<file path="config.mk">
export PLATFORM = sky130hd
export DESIGN_NAME = ex_muldiv_seq
export DESIGN_NICKNAME = d
export VERILOG_FILES = /design/src/rtl/ex_muldiv_seq.sv
export SDC_FILE = /design/constraint.sdc
export NUM_CORES = 1
export LEC_CHECK = 0
export ABC_AREA = 1
export CORE_MARGIN = 1.5
export CORE_UTILIZATION = 35
export CTS_BUF_LIST = sky130_fd_sc_hd__clkbuf_4
export CTS_CLUSTER_DIAMETER = 80
export DETAILED_ROUTE_END_ITERATION = 8
export PLACE_DENSITY_LB_ADDON = 0.08
export SYNTH_ARGS = -nofsm -noshare
export SYNTH_HDL_FRONTEND = slang
export SYNTH_SLANG_ARGS = --single-unit
export TNS_END_PERCENT = 10
</file>
<file path="constraint.sdc">
create_clock -name clk -period 6.8 [get_ports clk]
set_input_delay 1.36 -clock clk [delete_from_list [all_inputs] [get_ports clk]]
set_output_delay 1.36 -clock clk [all_outputs]
set_load 0.02 [all_outputs]
</file>
<file path="src/rtl/ex_muldiv_seq.sv">
// ex_muldiv_seq: sequential RV32M multiply/divide unit; define MULDIV_ZERO_SKIP_EN to short-cut zero operands
module ex_muldiv_seq (
  input  logic        clk,
  input  logic        rst_n,
  input  logic        start,
  input  logic [2:0]  op,
  input  logic [31:0] a,
  input  logic [31:0] b,
  input  logic        flush,
  output logic        busy,
  output logic        stall,
  output logic        done,
  output logic [31:0] result
);
  typedef enum logic [1:0] {IDLE, CALC, FIX, DONE} state_t;
  state_t state, state_nx;
  logic [4:0]  cnt;
  logic [2:0]  op_q;
  logic        neg_q;
  logic [31:0] hi, lo, m;
  logic        is_mul, sa, sb, dz, ov, zs, special, accept, ge;
  logic [31:0] ma, mb, special_res, sh_low, div_raw, fixed;
  logic [32:0] sum;
  logic [63:0] prod;
  always_comb begin
    is_mul = ~op[2];
    sa = a[31] & (is_mul ? op[1:0] != 2'b11 : ~op[0]);
    sb = b[31] & (is_mul ? ~op[1] : ~op[0]);
    ma = sa ? -a : a;
    mb = sb ? -b : b;
    dz = op[2] & (b == 32'd0);
    ov = op[2] & ~op[0] & (a == 32'h8000_0000) & (b == 32'hFFFF_FFFF);
`ifdef MULDIV_ZERO_SKIP_EN
    zs = op[2] ? (a == 32'd0) & (b != 32'd0) : (a == 32'd0) | (b == 32'd0);
`else
    zs = 1'b0;
`endif
    special = dz | ov | zs;
    special_res = dz ? (op[1] ? a : 32'hFFFF_FFFF) : ov ? (op[1] ? 32'd0 : 32'h8000_0000) : 32'd0;
    accept = start & ~flush & (state == IDLE);
    sum = {1'b0, hi} + (lo[0] ? {1'b0, m} : 33'd0);
    sh_low = {hi[30:0], lo[31]};
    ge = {hi, lo[31]} >= {1'b0, m};
    // high product word needs the borrow from the low word, so negate all 64 bits
    prod = neg_q ? -{hi, lo} : {hi, lo};
    div_raw = op_q[1] ? hi : lo;
    fixed = ~op_q[2] ? (op_q[1:0] == 2'b00 ? prod[31:0] : prod[63:32]) : (neg_q ? -div_raw : div_raw);
  end
  always_comb begin
    state_nx = state;
    if (flush) state_nx = IDLE;
    else
      case (state)
        IDLE:    state_nx = start ? (special ? DONE : CALC) : IDLE;
        CALC:    state_nx = cnt == 5'd31 ? FIX : CALC;
        FIX:     state_nx = DONE;
        default: state_nx = IDLE;
      endcase
  end
  always_ff @(posedge clk or negedge rst_n)
    if (!rst_n) state <= IDLE;
    else state <= state_nx;
  always_ff @(posedge clk or negedge rst_n) begin
    if (!rst_n) begin
      cnt <= 5'd0;
      op_q <= 3'd0;
      neg_q <= 1'b0;
      hi <= 32'd0;
      lo <= 32'd0;
      m <= 32'd0;
      result <= 32'd0;
    end else if (accept) begin
      op_q <= op;
      neg_q <= (op[2] & op[1]) ? sa : sa ^ sb;
      hi <= 32'd0;
      lo <= op[2] ? ma : mb;
      m <= op[2] ? mb : ma;
      cnt <= 5'd0;
      if (special) result <= special_res;
    end else if (state == CALC && !flush) begin
      cnt <= cnt + 5'd1;
      if (!op_q[2]) {hi, lo} <= {sum, lo[31:1]};
      else begin
        hi <= ge ? sh_low - m : sh_low;
        lo <= {lo[30:0], ge};
      end
    end else if (state == FIX && !flush) result <= fixed;
  end
  assign busy  = state != IDLE;
  assign done  = state == DONE;
  assign stall = rst_n & ((start & (state == IDLE)) | (busy & ~done));
endmodule

</file>
# [Yosys cells after proc, flatten, opt, wreduce, memory -nomap -nowiden]
# Cells that the tools add are included.
[totals] mem_bits_rw=0 regBits=139 romBits=0 wordCells=89 latchBits=0 input_bits=71 n_memories=0
[classes] order_cmp=1 addsub=7 n_shift=0 mul=0 bitwise=19 reduce_logical=10 n_eq_ne=9 n_div=0 mux=35
[op_table] operator="2-to-1 mux 32 bit" n=24
[op_table] operator="negation 32 bit" n=3
[op_table] operator="equality test 32 bit, second input constant" n=2
[op_table] operator="2-to-1 mux 64 bit" n=1
[op_table] operator="negation 64 bit" n=1
[op_table] operator="adder 32 x 32 -> 33 bit" n=1
[op_table] operator=">= comparator 33 x 32 -> 1 bit" n=1
[op_table] operator="logical NOT 32 bit" n=1
[op_table] operator="subtractor 32 bit" n=1
[op_table] operator="AND 1 bit" n=12
[op_table] operator="2-to-1 mux 5 bit" n=2
[op_table] operator="2-to-1 mux 2 bit" n=4
[op_table] operator="inequality test 2 bit, second input constant" n=3
[op_table] operator="case mux 2 bit (3 select lines)" n=1
[op_table] operator="nonzero test 2 bit" n=3
[op_table] operator="adder 5 x 1 -> 5 bit, second input constant" n=1
[op_table] operator="equality test 5 bit, second input constant" n=1
[op_table] operator="equality test 2 bit, second input constant" n=2
[op_table] operator="logical NOT 2 bit" n=2
[op_table] operator="NOT 1 bit" n=4
[op_table] operator="2-to-1 mux 1 bit" n=3
[op_table] operator="AND reduction 3 bit" n=1
[op_table] operator="equality test 2 x 1 -> 1 bit, second input constant" n=1
[op_table] operator="logical AND 1 bit" n=2
[op_table] operator="other kinds (3)" n=4

# [Depth between registers and ports, before layout]
[logic_depth] ltp_word=9 depth_mapped=20 depth_no_buf=18

# [Worst setup path before layout]
# Ideal clock, no wire load.
[synth_path] path_kind="in2out" start="input port rst_n" end="output port stall" path_slack_ns=3.747 t_required_ns=5.440 path_stages=2 t_arrival_ns=1.693 path_buffers=0 path_cell_list="nand2_1 nor2_1"
[synth_between] elab_chain_len=1
[synth_lines] element="start, declared" line="4" rtl="input logic rst_n,"
[synth_lines] element="AND 1 bit" line="91" rtl="assign stall = rst_n & ((start & (state == IDLE)) | (busy & ~done));"
[synth_lines] element="end, declared" line="11" rtl="output logic stall,"
# No other way between the ends.

# [Final worst setup path]
[layout_path] start="input port start" end="output port stall"
[layout_between] elab_chain_len=3
[layout_lines] element="start, declared" line="5" rtl="input logic start,"
[layout_lines] element="AND 1 bit" line="91"
[layout_lines] element="bitwise OR 1 bit" line="91"
[layout_lines] element="AND 1 bit" line="91"
# No other way between the ends.

==> flow_metrics.py <==
metrics = {
    "job": {
        "max-cap-violations": 0,
    },
    "clock_tree": {
        "clockRootBuffer": "clkbuf_4",
        "cts_resized": 0,
        "worstSkewPairLatency_ns": 0.73,
        "cts_tree": "yes",
        "htreeDepth": 4,
        "cts.sinks": 139,
        "path_clk_slew_ns": 0.16,
        "ctsHoldBuffers": 0,
        "numCtsBuffers": 17,
        "cts_setup_buffers": 0,
        "clk_path_buf_depth": 2,
    },
    "drt": {
        "dr.pass1.iters": 6,
        "drt_iter0_drc": 2919,
        "viasPerCell": 5.76,
        "wl_um": 100000,
        "drcViolationCount": 0,
        "vias": 23000,
        "wl_per_cell_um": 25.1,
        "final_antenna_net_count": 0,
    },
    "floorplan": {
        "die_x_um": 232,
        "ioPinCount": 106,
        "core-area_sq_um": 51500,
        "chipHeight_um": 232,
        "start_util": 0.355,
        "dieArea_sq_um": 53700,
        "num_rows": 83,
    },
    "placement": {
        "dp.final_hpwl_um": 80800,
        "place_inst": 3955,
        "place_area_sq_um": 19800,
        "place_congestion": 1.03,
        "portBuffers": 105,
    },
    "synth": {
        "async_flop_share": 1.00,
        "synth_top_area_frac": 0.211,
        "yosys-top-cells-area": "nand2_1, dfrtp_1, nor2_1, nand3_1, inv_1",
        "synth.distinct_cells": 55,
        "syn_avg_cell_area_sq_um": 5.61,
        "ys_ff_latch": 139,
        "synth_edf_count": 0,
        "ys.flop_type": "dfrtp_1",
        "yosysSeqAreaShare": 0.190,
        "syn_area_sq_um": 18300,
        "synth_top_area_cell": "nand2_1",
        "netlist_instances": 3260,
        "syn_nets": 3404,
        "yosys_warnings": 0,
    },
    "cells_and_area": {
        "nets": 3438,
        "final_cell_mix": "nand2_1, nor2_1, inv_1, nand3_1, a21oi_1",
        "drive_gt1_frac": 0.0390,
        "area_growth_pct": 10.0,
        "finalNonFillerCells": 3990,
        "mostFrequentLayoutCell": "nand2_1",
        "final_area_sq_um": 20100,
        "fill_cells": 5889,
    },
    "grt": {
        "antenna_found_initial": 4,
        "grt_pass1_vias": 21300,
        "use_met2": 0.547,
        "grt_max_degree": 71,
        "grtUsageTotal": 0.371,
        "grt_use_met3": 0.0796,
        "busiest_layer": "met2",
        "grt_overflow": 0,
        "grt_util_met1": 0.522,
        "grt_pass1_wl_um": 145000,
    },
    "sta": {
        "worstMarginPinSlew_ns": 1.10,
        "hold_viol_final": 0,
        "slew_viol_final": 0,
        "relSlewSlack": 0.258,
        "setup_viol_count_final": 0,
        "clock_skew_ns": 0.0249,
        "period_needed_ns": 4.01,
        "finalCritPeriodShare": 0.590,
        "finalSetupTns_ns": 0,
        "fmax_mhz": 249,
        "rsz0062_at_grt": "false",
    },
    "worst_setup_path": {
        "timing.rr.start": "hi[2]",
        "crit_type": "input pin to primary output",
        "critPathLaunchType": "input pin",
        "worstPathMaxFanout": 3,
        "arrival_ns": 2.65,
        "required_ns": 5.44,
        "cp-end-kind": "primary output",
        "critPathLaunch": "start",
    },
    "hold_path": {
        "min_from": "cnt[3]",
        "hp-class": "flip-flop to flip-flop",
    },
    "pwr": {
        "power.density_nw_per_um2": 418,
        "power.total_w": 0.00841,
        "ir_worst_vdd_uv": 272,
        "power_leakage_nw": 9.87,
    },
    "outcome": {
        "status": "completed",
    },
}
[power breakdown]
group	internal, W	switching (W)	total [W]
combinational	0.00173	0.00425	0.00597
clock	0.000171	0.000432	0.000603
sequential	0.00109	0.000751	0.00184
total	0.00298	0.00543	0.00841
[cells in the mapped netlist, types with 14 or more instances]
master / count
clkbuf_1: 59
nand2_1: 1026
dfrtp_1: 139
buf_2: 29
a221oi_1: 26
o21ai_0: 189
nor3_1: 34
a21oi_1: 192
ha_1: 71
xor2_1: 80
nor2_1: 443
nand3_1: 312
o211ai_1: 24
nand4_1: 44
nand3b_1: 14
o21ai_1: 20
nor2_2: 15
inv_1: 384
[worst max-delay path, stage by stage]
cell and delay, ns:
clkdlybuf4s50_1 0.51, nor2_1 0.08, nor2_1 0.09, clkdlybuf4s50_1 0.61
[metal layers]
layer	vias up	part of all wire
met5	-	0
met4	0	0.044
met3	183	0.096
met2	1189	0.42
met1	11000	0.44
li1	10600	-
[sequential cells by signal, indices dropped and copies added (netlist names)]
name    flops
cnt         5
hi         32
lo         32
op_q        3
m          32
neg_q       1
result     32
state       2
[layout make-up]
type,instances,area [sq um],area share
Antenna cell,3,7.51,0.000373
Clock buffer,17,128,0.00634
Clock inverter,15,165,0.00821
Inverter,393,1480,0.0734
Multi-Input combinational cell,2615,12800,0.635
Sequential cell,139,3480,0.173
Tap cell,680,851,0.0423
Timing Repair Buffer,128,1220,0.0609
[cell families after synthesis]
family | count (synthesis) | synth area share
adder cells (fa/ha/maj) | 73 | 0.0507
XOR/XNOR | 92 | 0.0440
buffers and inverters | 506 | 0.112
AO/OA/AOI/OAI | 514 | 0.159
flip-flops | 139 | 0.190
AND/OR/NAND/NOR | 1936 | 0.444
[final timing paths]
| check | depth (start not counted) | end | slack [ns] |
|---|---|---|---|
| worst min-delay path | 1 | cnt[3] | 0.51 |
| max in group asynchronous | 3 | neg_q | 4.31 |
| worst max-delay path | 4 | stall | 2.79 |
| min in group asynchronous | 1 | hi[7] | 0.53 |
| worst max register to register | 12 | hi[8] | 3.03 |
| worst min register to register | 1 | cnt[3] | 0.51 |
[stage by stage]
| step | setup WS, ns | utilization | hold WS (ns) |
|---|---|---|---|
| 2_1_floorplan | 3.75 | - | 0.433 |
| 6_report | 2.79 | 0.391 | 0.506 |
| 5_1_grt | 2.56 | 0.391 | 0.510 |
| 3_3_place_gp | 2.28 | 0.385 | 0.454 |
| 3_5_place_dp | 2.24 | 0.385 | 0.471 |
| 4_1_cts | 2.77 | 0.391 | 0.481 |
Note: power is estimated with default switching activity, not from simulation.
